[config.mk]
export PLATFORM = sky130hd
export DESIGN_NAME = image_read_arbiter_flat
export DESIGN_NICKNAME = d
export VERILOG_FILES = /design/src/rtl/image_read_arbiter_if.sv /design/src/rtl/image_read_arbiter.sv /design/src/flat_wrapper.sv
export SDC_FILE = /design/constraint.sdc
export NUM_CORES = 1
export LEC_CHECK = 0
export CORE_MARGIN = 3
export CORE_UTILIZATION = 37
export CTS_CLUSTER_SIZE = 8
export DETAILED_ROUTE_END_ITERATION = 12
export PLACE_DENSITY = 0.81
export SYNTH_ARGS = -nofsm -noshare
export SYNTH_HDL_FRONTEND = slang
export SYNTH_SLANG_ARGS = --single-unit
export TNS_END_PERCENT = 50
[constraint.sdc]
create_clock -name clk -period 2.2 [get_ports clk]
set_input_delay 0.22 -clock clk [delete_from_list [all_inputs] [get_ports clk]]
set_output_delay 0.22 -clock clk [all_outputs]
set_load 0.01 [all_outputs]
[src/rtl/image_read_arbiter_if.sv]
// Bundles the requester bus and the image-pipeline handshake of image_read_arbiter.
// The slave modport is the arbiter itself. The master modport is the surrounding
// system: the requesters plus the image/palette pipeline that returns img_color.
interface image_read_arbiter_if #(
  parameter int N       = 4,
  parameter int ADDR_W  = 20,
  parameter int COLOR_W = 12
);
  localparam int ID_W = $clog2(N);

  logic [N-1:0]        req;
  logic [N*ADDR_W-1:0] addr;
  logic [N-1:0]        gnt;
  logic [ADDR_W-1:0]   img_addr;
  logic [COLOR_W-1:0]  img_color;
  logic                rsp_valid;
  logic [ID_W-1:0]     rsp_id;
  logic [COLOR_W-1:0]  rsp_color;

  modport slave (
    input  req, addr, img_color,
    output gnt, img_addr, rsp_valid, rsp_id, rsp_color
  );

  modport master (
    output req, addr, img_color,
    input  gnt, img_addr, rsp_valid, rsp_id, rsp_color
  );
endinterface

[src/rtl/image_read_arbiter.sv]
// Shares one image RAM -> palette RAM lookup pipeline among N requesters.
// At most one request is granted per cycle. Port 0 (scanout) can have strict
// priority. The remaining ports are served round-robin, and a starvation counter
// lets a waiting low-priority port override port 0 once it has waited too long.
// Each returned color is tagged with the ID of the requester that asked for it.
module image_read_arbiter #(
  parameter int N            = 4,
  parameter int ADDR_W       = 20,
  parameter int COLOR_W      = 12,
  parameter int LATENCY      = 2,
  parameter int HIPRI_EN     = 1,
  parameter int STARVE_LIMIT = 8
) (
  input  logic                  clk,
  input  logic                  reset,
  image_read_arbiter_if.slave   bus
);

  localparam int ID_W  = $clog2(N);
  localparam int CNT_W = $clog2(STARVE_LIMIT + 1);

  // Returns the index of the lowest set bit; only meaningful when v != 0.
  function automatic logic [ID_W-1:0] lowest_idx(input logic [N-1:0] v);
    logic [ID_W-1:0] idx;
    idx = '0;
    for (int i = N - 1; i >= 0; i--) begin
      if (v[i]) idx = ID_W'(i);
    end
    return idx;
  endfunction

  // Starvation counter increment that stops at STARVE_LIMIT.
  function automatic logic [CNT_W-1:0] sat_inc(input logic [CNT_W-1:0] c);
    return (c == CNT_W'(STARVE_LIMIT)) ? c : c + 1'b1;
  endfunction

  logic [ID_W-1:0]   r_rr_ptr;
  logic [CNT_W-1:0]  r_starve_cnt;
  logic [ADDR_W-1:0] r_img_addr;
  logic              r_vld_p [0:LATENCY];
  logic [ID_W-1:0]   r_id_p  [0:LATENCY];

  logic              w_lo_pend;
  logic              w_starve;
  logic              w_hipri_win;
  logic [N-1:0]      w_cand;
  logic [N-1:0]      w_upper_mask;
  logic [N-1:0]      w_upper;
  logic [ID_W-1:0]   w_rr_idx;
  logic              w_gnt_any;
  logic              w_by_rr;
  logic [ID_W-1:0]   w_gnt_idx;
  logic [N-1:0]      w_gnt;
  logic              w_lo_gnt;
  logic [ADDR_W-1:0] w_sel_addr;

  // Grant decision: port-0 priority unless starving, else masked round-robin after rr_ptr.
  always_comb begin
    w_lo_pend   = (HIPRI_EN != 0) && (|bus.req[N-1:1]);
    w_starve    = w_lo_pend && (r_starve_cnt == CNT_W'(STARVE_LIMIT));
    w_hipri_win = (HIPRI_EN != 0) && bus.req[0] && !w_starve;

    // A starving low-priority port must not lose the round-robin search to port 0.
    w_cand = bus.req;
    if (w_starve) w_cand[0] = 1'b0;

    // Ports strictly above rr_ptr are searched first; otherwise wrap to the bottom.
    for (int i = 0; i < N; i++) begin
      w_upper_mask[i] = (i > int'(r_rr_ptr));
    end
    w_upper  = w_cand & w_upper_mask;
    w_rr_idx = (|w_upper) ? lowest_idx(w_upper) : lowest_idx(w_cand);

    w_gnt_any = 1'b0;
    w_by_rr   = 1'b0;
    w_gnt_idx = '0;
    if (!reset) begin
      if (w_hipri_win) begin
        w_gnt_any = 1'b1;
      end else if (|w_cand) begin
        w_gnt_any = 1'b1;
        w_by_rr   = 1'b1;
        w_gnt_idx = w_rr_idx;
      end
    end

    w_gnt    = w_gnt_any ? (N'(1) << w_gnt_idx) : '0;
    w_lo_gnt = w_gnt_any && (w_gnt_idx != '0);
  end

  // Address of the granted port, sampled in the grant cycle.
  always_comb begin
    w_sel_addr = '0;
    for (int k = 0; k < N; k++) begin
      if (w_gnt_idx == ID_W'(k)) w_sel_addr = bus.addr[k*ADDR_W +: ADDR_W];
    end
  end

  // Arbitration state and the registered pipeline address.
  always_ff @(posedge clk) begin
    if (reset) begin
      r_rr_ptr     <= ID_W'(N - 1);
      r_starve_cnt <= '0;
      r_img_addr   <= '0;
    end else begin
      if (w_gnt_any) r_img_addr <= w_sel_addr;
      if (w_gnt_any && w_by_rr) r_rr_ptr <= w_gnt_idx;
      if (w_lo_gnt || !w_lo_pend) r_starve_cnt <= '0;
      else                        r_starve_cnt <= sat_inc(r_starve_cnt);
    end
  end

  // Tag pipeline: stage 0 aligns with img_addr, stage LATENCY aligns with img_color.
  always_ff @(posedge clk) begin
    if (reset) begin
      for (int s = 0; s <= LATENCY; s++) begin
        r_vld_p[s] <= 1'b0;
        r_id_p[s]  <= '0;
      end
    end else begin
      r_vld_p[0] <= w_gnt_any;
      r_id_p[0]  <= w_gnt_idx;
      for (int s = 1; s <= LATENCY; s++) begin
        r_vld_p[s] <= r_vld_p[s-1];
        r_id_p[s]  <= r_id_p[s-1];
      end
    end
  end

  assign bus.gnt       = w_gnt;
  assign bus.img_addr  = r_img_addr;
  assign bus.rsp_valid = r_vld_p[LATENCY];
  assign bus.rsp_id    = r_id_p[LATENCY];
  assign bus.rsp_color = bus.img_color;

endmodule

[src/flat_wrapper.sv]
// flat-port wrapper written by rule: the top's interface ports become plain ports
module image_read_arbiter_flat 
#(
  parameter int N            = 4,
  parameter int ADDR_W       = 20,
  parameter int COLOR_W      = 12,
  parameter int LATENCY      = 2,
  parameter int HIPRI_EN     = 1,
  parameter int STARVE_LIMIT = 8
)
  (clk, reset, bus_req, bus_addr, bus_img_color, bus_gnt, bus_img_addr, bus_rsp_valid, bus_rsp_id, bus_rsp_color);
  image_read_arbiter_if #(.N(N), .ADDR_W(ADDR_W), .COLOR_W(COLOR_W)) bus_i ();
  input  logic clk;
  input  logic reset;
  input wire logic [$bits(bus_i.req)-1:0] bus_req;
  input wire logic [$bits(bus_i.addr)-1:0] bus_addr;
  input wire logic [$bits(bus_i.img_color)-1:0] bus_img_color;
  output wire logic [$bits(bus_i.gnt)-1:0] bus_gnt;
  output wire logic [$bits(bus_i.img_addr)-1:0] bus_img_addr;
  output wire logic [$bits(bus_i.rsp_valid)-1:0] bus_rsp_valid;
  output wire logic [$bits(bus_i.rsp_id)-1:0] bus_rsp_id;
  output wire logic [$bits(bus_i.rsp_color)-1:0] bus_rsp_color;
  assign bus_i.req = bus_req;
  assign bus_i.addr = bus_addr;
  assign bus_i.img_color = bus_img_color;
  assign bus_gnt = bus_i.gnt;
  assign bus_img_addr = bus_i.img_addr;
  assign bus_rsp_valid = bus_i.rsp_valid;
  assign bus_rsp_id = bus_i.rsp_id;
  assign bus_rsp_color = bus_i.rsp_color;
  image_read_arbiter #(.N(N), .ADDR_W(ADDR_W), .COLOR_W(COLOR_W), .LATENCY(LATENCY), .HIPRI_EN(HIPRI_EN), .STARVE_LIMIT(STARVE_LIMIT)) u_core (.clk(clk), .reset(reset), .bus(bus_i));
endmodule
* After elaboration in Yosys (flattened, before gate mapping)
Memory sizes are Yosys's and may differ from the RTL's.
Index checks and enable logic that the tools add are counted.
** Storage, ports and cells
- Memories :: 2
- Logic and storage cells :: 66
- Input port bits :: 98
- Output and inout bits :: 39
- RAM bits :: 9
- Flip-flop bits (word level) :: 26
** Cells by class
- Mux-type cells :: 32
- Reduce and logical (&&, ||, !) cells :: 13
- Add/sub/neg operators :: 1
- Equality and inequality tests :: 4
- Shift operators :: 1
- Bitwise logic cells :: 7
- $lt $le $gt $ge :: 3
** Memory list
- u_core.r_id_p :: depth 3, bits a word 2, read ports 3, clocked after memory_dff 0, wr ports 3, RTL line image_read_arbiter.sv:41 : logic [ID_W-1:0] r_id_p [0:LATENCY];
- u_core.r_vld_p :: depth 3, bits a word 1, read ports 3, clocked after memory_dff 0, wr ports 3, RTL line image_read_arbiter.sv:40 : logic r_vld_p [0:LATENCY];
** Operator list (count)
- 20-bit two-way mux :: 4
- 2-bit two-way mux :: 15
- 1-bit two-way mux :: 12
- 4-bit OR reduction :: 2
- 1-bit bitwise OR :: 6
- 4-bit by 1-bit adder with 4-bit output (second input constant) :: 1
- 4-bit AND :: 1
- 2-bit == test (second input constant) :: 2
- 4-bit == test (second input constant) :: 1
- 2-bit greater-than comparator (first input constant) :: 2
- 1-bit logical AND :: 4
- 4-bit two-way mux :: 1
- 1-bit by 2-bit << shifter with 4-bit output (first input constant) :: 1
- 3-bit OR reduction :: 1
- 2-bit by 1-bit == test with 1-bit output (second input constant) :: 1
- 1-bit by 2-bit greater-than comparator with 1-bit output (first input constant) :: 1
- 1-bit logical NOT :: 2
- 2-bit logical NOT :: 1
- 2-bit nonzero test :: 1
- 2-bit OR reduction :: 1
- 1-bit logical OR :: 1

* Longest topological paths before layout
Gate-level depths: netlist of the first run.
- Word-level depth :: 17
- Mapped depth :: 9
- Mapped depth without buffers :: 8

* Least setup slack after synthesis of the first run
No wires, ideal clock.
- Path type :: reg2reg
- Start :: register u_core.r_starve_cnt[0]
- End :: register u_core.r_img_addr[12] (netlist: u_core.bus.img_addr[12])
- Setup slack :: 414 ps
- Cell stages (with the launch flop) :: 9
- Arrival :: 1664 ps
- Buffers on the path :: 1
- Period minus slack after synthesis :: 1786 ps
- Required time :: 2078 ps
- Library setup time :: 122 ps
- Cell sequence :: dfxtp_1 > inv_1 > ha_1 > nand3b_1 > a211o_2 > o21ai_4 > buf_4 > a21oi_1 > a221o_1
** Between the ends
- Cells in the longest elaborated chain, start to end :: 14
- Elaborated cells between the ends (all ways) :: 25
- Those cells by class :: eq/ne (4); mux (14); bitwise (1); reduce/logical (6)
** Ends and longest elaborated chain
- start, declared :: RTL line image_read_arbiter.sv:38 : logic [CNT_W-1:0] r_starve_cnt;
- start signal, assigned :: RTL line image_read_arbiter.sv:109 : else r_starve_cnt <= sat_inc(r_starve_cnt);
- 4-bit == test (*) :: RTL line image_read_arbiter.sv:60 : w_starve = w_lo_pend && (r_starve_cnt == CNT_W'(STARVE_LIMIT));
- 1-bit logical AND (*) :: RTL line image_read_arbiter.sv:60
- 1-bit two-way mux :: RTL line image_read_arbiter.sv:65 : if (w_starve) w_cand[0] = 1'b0;
- 4-bit AND :: RTL line image_read_arbiter.sv:71 : w_upper = w_cand & w_upper_mask;
- 4-bit OR reduction / 2-bit two-way mux (equally long branches) :: RTL line image_read_arbiter.sv:72, image_read_arbiter.sv:27
- 2-bit two-way mux :: RTL line image_read_arbiter.sv:72 : w_rr_idx = (|w_upper) ? lowest_idx(w_upper) : lowest_idx(w_cand);
- 2-bit two-way mux :: RTL line image_read_arbiter.sv:80 : end else if (|w_cand) begin
- 2-bit two-way mux :: RTL line image_read_arbiter.sv:78 : if (w_hipri_win) begin
- 2-bit two-way mux :: RTL line image_read_arbiter.sv:77 : if (!reset) begin
- 2-bit logical NOT :: RTL line image_read_arbiter.sv:95 : if (w_gnt_idx == ID_W'(k)) w_sel_addr = bus.addr[k*ADDR_W +: ADDR_W];
- 20-bit two-way mux (4 in a row) :: RTL line image_read_arbiter.sv:95
- end signal, assigned :: RTL line image_read_arbiter.sv:106 : if (w_gnt_any) r_img_addr <= w_sel_addr;
- end, declared :: RTL line image_read_arbiter.sv:39 : logic [ADDR_W-1:0] r_img_addr;
Every way passes the cells marked *; elsewhere a longest branch is shown, timed or not.
A chain may end at the register's enable or synchronous reset.

* Final worst setup path of the first run
- Start :: input port bus_req[3]
- End :: output port bus_gnt[0]
** Between the ends
- Cells in the longest elaborated chain, start to end :: 11
- Elaborated cells between the ends (all ways) :: 25
- Those cells by class :: shift (1); mux (17); bitwise (1); reduce/logical (6)
** Ends and longest elaborated chain
- start, declared :: RTL line flat_wrapper.sv:15 : input wire logic [$bits(bus_i.req)-1:0] bus_req;
- 3-bit OR reduction / 4-bit AND (equally long branches) :: RTL line image_read_arbiter.sv:59, image_read_arbiter.sv:71
- 1-bit logical AND / 2-bit two-way mux (equally long branches) :: RTL line image_read_arbiter.sv:60, image_read_arbiter.sv:27
- 1-bit two-way mux / 2-bit two-way mux (equally long branches) :: RTL line image_read_arbiter.sv:65, image_read_arbiter.sv:27
- 4-bit AND / 2-bit two-way mux (equally long branches) :: RTL line image_read_arbiter.sv:71, image_read_arbiter.sv:27
- 4-bit OR reduction / 2-bit two-way mux (equally long branches) :: RTL line image_read_arbiter.sv:72, image_read_arbiter.sv:27
- 2-bit two-way mux :: RTL line image_read_arbiter.sv:72
- 2-bit two-way mux :: RTL line image_read_arbiter.sv:80
- 2-bit two-way mux :: RTL line image_read_arbiter.sv:78
- 2-bit two-way mux :: RTL line image_read_arbiter.sv:77
- 1-bit by 2-bit << shifter with 4-bit output :: RTL line image_read_arbiter.sv:87 : w_gnt = w_gnt_any ? (N'(1) << w_gnt_idx) : '0;
- 4-bit two-way mux (*) :: RTL line image_read_arbiter.sv:87
- end, declared :: RTL line flat_wrapper.sv:18 : output wire logic [$bits(bus_i.gnt)-1:0] bus_gnt;
Marked as above.

==> results of run 1 <==
power by group through the flow:
stage	Sequential (uW)	Combinational, uW	Clock [uW]
floorplan	745	261	0
global placement	727	582	0
detailed placement	728	590	0
CTS	714	591	591
global route	722	645	626
finish	714	599	585
repair_timing:
item	4_1_cts	5_1_grt
pin swaps	0	3
gates cloned	0	1
setup endpoints to repair	4	15
gates resized for setup	6	14
setup buffers	0	1
hold buffers	0	0
per-layer routing:
layer / part of all wire / routed length, microns
met1: 0.39 / 2800
met2: 0.49 / 3450
met3: 0.10 / 721
met4: 0.020 / 144
met5: 0 / 0
worst max-delay path: stages:
cell and delay (ns):
clkdlybuf4s50_1 0.54, nor3_2 0.42, a211oi_2 0.09, buf_4 0.17
nor2_1 0.17, dlygate4sd2_1 0.29
cell type report:
cell class | instances | area, sq um | area share
Timing Repair Buffer | 145 | 1370 | 0.387
Inverter | 17 | 65.1 | 0.0184
Clock buffer | 5 | 68.8 | 0.0195
Clock inverter | 3 | 43.8 | 0.0124
Multi-Input combinational cell | 151 | 1200 | 0.339
Sequential cell | 35 | 702 | 0.198
Tap cell | 72 | 90.1 | 0.0255
cell families (layout without fill, tap and decap cells):
kind of cell,Yosys count,in the layout,synth area share
AO/OA/AOI/OAI,101,102,0.400
buffers and inverters,51,170,0.137
AND/OR/NAND/NOR,46,46,0.124
flip-flops,35,35,0.324
adder cells (fa/ha/maj),2,2,0.0116
XOR/XNOR,1,1,0.00405
flip-flops by register name (all words and copies together) (netlist names):
name                 flops
u_core.r_rr_ptr          2
u_core.r_id_p            6
u_core.bus.img_addr     20
u_core.r_vld_p           3
u_core.r_starve_cnt      4
metrics by stage:
stage	util	instance area, sq um
floorplan	-	2160
global placement	0.609	3390
detailed placement	0.609	3390
CTS	0.629	3510
global route	0.635	3540
finish	0.635	3540
Yosys cell counts, types with 3 or more instances:
cell	instances
a21oi_1	11
nand3_1	6
buf_4	20
nand3b_1	3
o21bai_1	5
a2bb2oi_1	5
a221o_1	4
dfxtp_1	35
clkbuf_1	6
inv_1	15
nor2b_1	11
a22oi_1	5
o211ai_2	5
buf_2	5
buf_6	3
a22o_1	4
nand2_1	8
o2111ai_1	5
nor2_1	8
a2111oi_2	10
a221oi_1	11
a211oi_1	12
o21ai_0	15
final timing paths:
| kind | start | to | depth (start not counted) |
|---|---|---|---|
| hold / removal | u_core.r_id_p[0][3] | u_core.r_id_p[0][5] | 1 |
| hold reg to reg | u_core.r_id_p[0][3] | u_core.r_id_p[0][5] | 1 |
| setup / recovery | bus_req[3] | bus_gnt[0] | 6 |
| setup reg to reg | u_core.r_starve_cnt[0] | u_core.bus.img_addr[6] | 8 |
==> flow_summary_export.csv, run 1 <==
group,metric,value,unit
clocking,clk_pin_slew_worst_paths,0.08,ns
power,peakVddDrop,0.254,mV
sta,fin_skew,0.00822,ns
yosys,synthCells,236,
grt,grt.busiest_layer,"met2",
die,pin_count,137,
finish,antenna_cells,0,
finish,instances_no_fill,428,
sta,final_hold_viol_count,0,
power,powerDensity,537,nW/um^2
routing,dr.pass1.iters,4,
routing,vias,2288,
sta,fin_crit_sh,0.960,
yosys,synth_seq_area_share,0.324,
power,seqPwrFrac,0.376,
power,comb_power_share,0.315,
power,switchingPower,517,uW
die,core_area,5570,sq um
power,power.internal,1380,uW
die,die_w,82.4,microns
sta,setup_tns,0,ns
finish,final_common_cell,"clkdlybuf4s50_1",
sta,fin_hold_ws,0.439,ns
yosys,netlist-cell-type-count,42,
yosys,synth_top_area_frac,0.324,
finish,fill_cells,459,
placement,dp_hpwl,5520,microns
placement,place_ws,-0.265,ns
routing,viasPerCell,5.35,
grt,grt_util_met3,0.0575,
clocking,clock_latency,0.29,ns
grt,grt_first_pass_wirelength,10600,microns
worst_setup_path,startpoint_type,"input port",
worst_setup_path,rrSetupSlack,0.12,ns
sta,worst_slack,0.0871,ns
min_path,holdCritPathClass,"flop to flop",
yosys,yosys_register_bits,35,
placement,gp_congestion,0.810,
yosys,async_flop_share,0,
grt,grt_use_met1,0.226,
sta,slew_headroom,0.745,
grt,overflow,0,
clocking,tritoncts,"done",
sta,slew_viol_final,0,
clocking,cts_made_buffers,5,
sta,rsz0062_at_grt,"true",
die,start_util,0.388,
clocking,root_buffer,"clkbuf_8",
yosys,yosys_warnings,0,
yosys,syn_nets,336,
die,rows,27,
clocking,cts.sinks,35,
grt,gr-usage-met2,0.363,
power,p_total,1900,uW
yosys,synthTopCellsByArea,"dfxtp_1 32%, a2111oi_2 6.9%, buf_4 6.9%",
finish,final_cell_mix,"107 x clkdlybuf4s50_1, 34 x dfxtp_1, 31 x buf_4",
yosys,synth-edff-count,0,
routing,ant_nets,0,
power,p_leak,0.00136,uW
finish,final_layout_size_suffix_gt1_frac,0.222,
placement,portBuffers,112,
routing,wl_per_cell,16.6,microns
power,p_sw_frac,0.272,
finish,final_nets,455,
yosys,synth.avg_cell_area,9.16,sq um
grt,grt_usage,0.201,
sta,worstMarginPinSlew,0.381,ns
yosys,netlist_area,2160,sq um
worst_setup_path,worstSetupEndpointType,"output pin",
die,dieHeight,82.4,microns
worst_setup_path,crit_required,1.98,ns
clocking,h-tree-depth,2,
yosys,yosys.area.top_type,"dfxtp_1",
sta,min_period,2.11,ns
finish,syn2layout_area_growth,63.7,%
run,cap_violations,0,
power,p_clk_frac,0.308,
yosys,synth-main-ff-cell,"dfxtp_1",
placement,dp_cells,418,
grt,antenna_found_initial,0,
grt,grt_max_degree,21,
clocking,clock_path_buffers,2,
worst_setup_path,worstSetupPathType,"input port to output pin",
sta,finalSetupViolCount,0,
outcome,outcome,"completed",
grt,grt_pass1_vias,2257,
worst_setup_path,path_max_fanout,6,
sta,max_freq,0.473,GHz
routing,drt_wl_total,7120,microns
die,die_area,6790,sq um
worst_setup_path,worstPathArrival,1.89,ns
routing,drtIter0Drc,74,
routing,drc,0,
(Power assumes the default switching activity.)
==> run 2, diff against run 1 <==
==> constraint.sdc (replaced) <==
create_clock -name clk -period 2.19 [get_ports clk]
set_input_delay 0.219 -clock clk [delete_from_list [all_inputs] [get_ports clk]]
set_output_delay 0.219 -clock clk [all_outputs]
set_load 0.01 [all_outputs]
==> flow_summary_export.csv, run 2 (synthesized netlist as in run 1, its figures left out) <==
group,metric,value,unit
power,p_leak,0.00139,uW
die,pin_count,137,
routing,ant_nets,0,
finish,fin_util,0.637,
placement,place_ws,-0.264,ns
finish,final_layout_size_suffix_gt1_frac,0.214,
power,switchingPower,520,uW
sta,min_period,2.12,ns
worst_setup_path,worstSetupEndpointType,"output pin",
worst_setup_path,path_max_fanout,8,
finish,final_nets,454,
placement,gp_congestion,0.819,
grt,grt_first_pass_wirelength,10600,microns
sta,setup_tns,0,ns
routing,vias,2346,
clocking,cts.sinks,35,
clocking,clock_latency,0.30,ns
sta,finalSetupViolCount,0,
sta,fin_crit_sh,0.969,
sta,fin_skew,0.00854,ns
routing,viasPerCell,5.49,
clocking,cts_hold_buf,0,
finish,final_common_cell,"clkdlybuf4s50_1",
sta,slew_viol_final,0,
die,die_area,6790,sq um
routing,wl_per_cell,16.5,microns
outcome,outcome,"completed",
grt,grt_pass1_vias,2264,
power,powerDensity,537,nW/um^2
worst_setup_path,startpoint_type,"flop",
finish,antenna_cells,0,
die,rows,27,
clocking,tritoncts,"done",
routing,drt_wl_total,7060,microns
worst_setup_path,crit_required,1.97,ns
power,seqPwrFrac,0.376,
sta,rsz0062_at_grt,"true",
finish,fill_cells,462,
grt,antenna_found_initial,0,
sta,slew_headroom,0.772,
die,dieHeight,82.4,microns
routing,drtIter0Drc,99,
sta,max_freq,0.471,GHz
grt,grt_usage,0.205,
die,die_w,82.4,microns
sta,fin_hold_ws,0.435,ns
run,cap_violations,0,
routing,drc,0,
power,p_clk_frac,0.308,
sta,worst_slack,0.0670,ns
clocking,cts_made_buffers,5,
worst_setup_path,worstSetupPathType,"flop to output pin",
finish,final_cell_mix,"106 x clkdlybuf4s50_1, 34 x dfxtp_1, 31 x buf_4",
power,peakVddDrop,0.296,mV
power,p_sw_frac,0.272,
die,start_util,0.388,
grt,overflow,0,
die,core_area,5570,sq um
routing,dr.pass1.iters,4,
sta,worstMarginPinSlew,0.342,ns
power,power.internal,1390,uW
clocking,clock_path_buffers,2,
placement,dp_hpwl,5450,microns
min_path,holdCritPathClass,"flop to flop",
placement,portBuffers,112,
finish,largest_register_ffs,20,
clocking,clk_pin_slew_worst_paths,0.07,ns
worst_setup_path,worstPathArrival,1.90,ns
finish,syn2layout_area_growth,64.4,%
worst_setup_path,rrSetupSlack,0.10,ns
power,comb_power_share,0.316,
grt,grt_max_degree,21,
sta,final_hold_viol_count,0,
clocking,h-tree-depth,2,
clocking,root_buffer,"clkbuf_8",
-- run 2: cell count changes in the layout (fill, tap and decap cells not counted) --
cell	delta
a2111oi_1	+1
clkdlybuf4s50_1	-1
nor3b_2	+1
clkbuf_2	-3
nor3_4	+1
nor3b_1	-1
buf_2	+1
dlymetal6s2s_1	+3
a2111oi_2	-1
dlygate4sd2_1	-1
clkdlybuf4s15_1	+1
nor3_2	-1
a211o_2	-1
-- run 2: critical path: stages, from the launching register on --
cell,delay [ns]
dfxtp_2,0.34
inv_1,0.05
ha_1,0.16
nand3b_1,0.16
a211o_4,0.38
buf_6,0.15
nor2_4,0.09
nor2_1,0.05
clkdlybuf4s15_1,0.23
-- run 2: through the flow --
| step | power, uW | instances | instance area (sq um) |
|---|---|---|---|
| floorplan | 1010 | 236 | 2160 |
| global placement | 1320 | 418 | 3390 |
| detailed placement | 1320 | 418 | 3390 |
| CTS | 1920 | 427 | 3540 |
| global route | 1990 | 427 | 3550 |
| finish | 1910 | 427 | 3550 |
-- run 2: power by group through the flow --
stage | clock [uW] | combinational (uW) | sequential (uW)
6_report | 588 | 602 | 719
3_5_place_dp | 0 | 593 | 731
5_1_grt | 621 | 650 | 723
4_1_cts | 600 | 602 | 718
3_3_place_gp | 0 | 585 | 730
2_1_floorplan | 0 | 262 | 748
-- run 2: path summary, 6_finish.rpt --
check | start | to | depth (start not counted)
max reg2reg | u_core.r_starve_cnt[0] | u_core.bus.img_addr[5] | 9
min reg2reg | u_core.r_starve_cnt[0] | u_core.r_starve_cnt[0] | 1
min | u_core.r_starve_cnt[0] | u_core.r_starve_cnt[0] | 1
max | u_core.r_starve_cnt[0] | bus_gnt[1] | 8
-- run 2: timing repair --
item,in CTS,in global routing
setup endpoints to repair,4,5
gates resized for setup,13,7
pin swaps,1,0
buffers inserted,1,0
hold endpoints to repair,0,0
-- run 2: layer usage --
layer	track usage	share of wire	routed length, microns
met1	0.235	0.39	2750
met2	0.359	0.49	3470
met3	0.0575	0.10	704
met4	0.0764	0.018	128
met5	0	0	0
-- run 2: final cells by class --
| class | count | area, sq um | share of cell area |
|---|---|---|---|
| Sequential cell | 35 | 702 | 0.198 |
| Clock buffer | 5 | 68.8 | 0.0194 |
| Clock inverter | 3 | 43.8 | 0.0123 |
| Multi-Input combinational cell | 150 | 1200 | 0.337 |
| Tap cell | 72 | 90.1 | 0.0254 |
| Timing Repair Buffer | 145 | 1390 | 0.390 |
| Inverter | 17 | 65.1 | 0.0183 |
==> run 3, diff against run 2 <==
--- a/config.mk
+++ b/config.mk
@@ -5,6 +5,8 @@
 export SDC_FILE = /design/constraint.sdc
 export NUM_CORES = 1
 export LEC_CHECK = 0
+export CAP_MARGIN = 20
+export CORE_ASPECT_RATIO = 1.1
 export CORE_MARGIN = 3
 export CORE_UTILIZATION = 37
 export CTS_CLUSTER_SIZE = 8
==> constraint.sdc (replaced) <==
create_clock -name clk -period 2.19 [get_ports clk]
set_input_delay 0.219 -clock clk [delete_from_list [all_inputs] [get_ports clk]]
set_output_delay 0.219 -clock clk [all_outputs]
set_load 0.05 [all_outputs]
==> flow_summary_export.csv, run 3 (synthesized netlist as in run 1, its figures left out) <==
group,metric,value,unit
finish,fill_cells,451,
worst_setup_path,startpoint_type,"flop",
min_path,hp-start,"u_core.r_starve_cnt[0]",
sta,finalSetupViolCount,0,
routing,ant_nets,0,
finish,final_common_cell,"clkdlybuf4s50_1",
die,rows,28,
finish,final_cell_mix,"108 x clkdlybuf4s50_1, 36 x buf_4, 33 x dfxtp_1",
worst_setup_path,cp_cell_sequence,"inv_2, ha_4, nand3b_1, a211o_4, buf_6, nor3_4, buf_12",
routing,drc,0,
sta,fin_crit_sh,0.995,
finish,multi_input_area,1210,sq um
worst_setup_path,cp_top_family,"compound AO/OA/AOI/OAI gates",
grt,grt_use_met1,0.241,
die,pin_count,137,
grt,grt_pass1_vias,2327,
worst_setup_path,worstPathArrival,1.96,ns
finish,fin_util,0.667,
min_path,holdCritPathClass,"flop to flop",
grt,grt_usage,0.206,
worst_setup_path,worstPathBufferInverterCount,3,
sta,slew_viol_final,0,
worst_setup_path,crit_required,1.97,ns
routing,vias,2363,
finish,syn2layout_area_growth,69.8,%
routing,wl_per_cell,16.6,microns
worst_setup_path,cp_slowest_stage_delay,0.43,ns
worst_setup_path,path_max_fanout,7,
clocking,cts.sinks,35,
placement,place_ws,-0.0353,ns
placement,gp_congestion,0.871,
clocking,cts_made_buffers,5,
run,cap_violations,0,
clocking,cts_hold_buf,0,
worst_setup_path,reg2reg_from,"u_core.r_starve_cnt[1]",
routing,viasPerCell,5.42,
die,core_area,5500,sq um
routing,drt_wl_total,7240,microns
routing,dr.pass1.iters,4,
power,p_leak,0.00141,uW
clocking,clk_pin_slew_worst_paths,0.07,ns
die,die_w,78.9,microns
finish,final_layout_size_suffix_gt1_frac,0.252,
worst_setup_path,crit_start,"u_core.r_starve_cnt[1]",
grt,grt_util_met3,0.0504,
sta,min_period,2.18,ns
outcome,outcome,"completed",
finish,final_nets,460,
sta,max_freq,0.459,GHz
power,peakVddDrop,0.439,mV
finish,antenna_cells,0,
worst_setup_path,slowest_stage,"a211o_4",
power,powerDensity,566,nW/um^2
worst_setup_path,rrSetupSlack,0.20,ns
worst_setup_path,worstSetupEndpointType,"output pin",
sta,fin_skew,0.00708,ns
sta,setup_tns,0,ns
die,die_area,6790,sq um
clocking,clock_latency,0.29,ns
sta,final_hold_viol_count,0,
worst_setup_path,worstSetupPathType,"flop to output pin",
clocking,clock_path_buffers,2,
grt,grt_max_degree,19,
placement,portBuffers,112,
grt,grt_first_pass_wirelength,11200,microns
placement,dp_hpwl,5440,microns
die,start_util,0.393,
routing,drtIter0Drc,75,
grt,overflow,0,
sta,slew_headroom,0.647,
grt,gr-usage-met2,0.373,
sta,rsz0062_at_grt,"true",
sta,worstMarginPinSlew,0.528,ns
grt,antenna_found_initial,0,
clocking,tritoncts,"done",
grt,grt.busiest_layer,"met2",
finish,largest_register_ffs,20,
finish,seq_area,703,sq um
clocking,root_buffer,"clkbuf_8",
die,dieHeight,86.2,microns
sta,worst_slack,0.0112,ns
clocking,h-tree-depth,2,
run 3: power breakdown:
group	switching [uW]	internal (uW)	total [uW]	leakage [uW]
clock network	250	339	589	0.0000581
registers	30.2	690	721	0.000291
logic	390	376	766	0.00106
total	670	1410	2080	0.00141
run 3: metrics by stage:
stage	instances	power, uW	area, sq um	hold WS [ns]
floorplan	236	1190	2170	0.349
global placement	423	1470	3470	0.420
detailed placement	423	1480	3470	0.429
CTS	431	2070	3600	0.434
global route	436	2160	3670	0.438
finish	436	2080	3670	0.426
run 3: path summary, 6_finish.rpt:
path | to | depth (start not counted)
worst max-delay path | bus_gnt[2] | 7
worst min register to register | u_core.r_starve_cnt[0] | 1
worst max register to register | u_core.bus.img_addr[9] | 9
worst min-delay path | u_core.r_starve_cnt[0] | 1
run 3: area by class of cell:
| type | instances | area share |
|---|---|---|
| flip-flops and latches | 35 | 0.192 |
| inverters | 17 | 0.0174 |
| clock buffers | 5 | 0.0188 |
| multi-input cells | 150 | 0.331 |
| repair buffers | 151 | 0.404 |
| well taps | 75 | 0.0256 |
| clock inverters | 3 | 0.0119 |
run 3: worst register-to-register path: cells and delay by family, from the launching register on:
kind            cells  cell delay [ns]
buf+inv             3             0.42
compound gates      4             0.87
flops               1             0.32
fa+ha+maj           1             0.13
simple gates        1             0.16
run 3: repair_timing:
action	4_1_cts	5_1_grt
hold endpoints to repair	0	0
pin swaps	1	3
setup buffers	0	5
endpoints found under the setup margin	3	4
resized for setup	4	11
run 3: metal layers:
layer | part of all wire | wire length (microns) | up-vias
li1 | - | - | 1136
met1 | 0.40 | 2880 | 1099
met2 | 0.51 | 3700 | 113
met3 | 0.073 | 528 | 15
met4 | 0.018 | 127 | 0
met5 | 0 | 0 | -
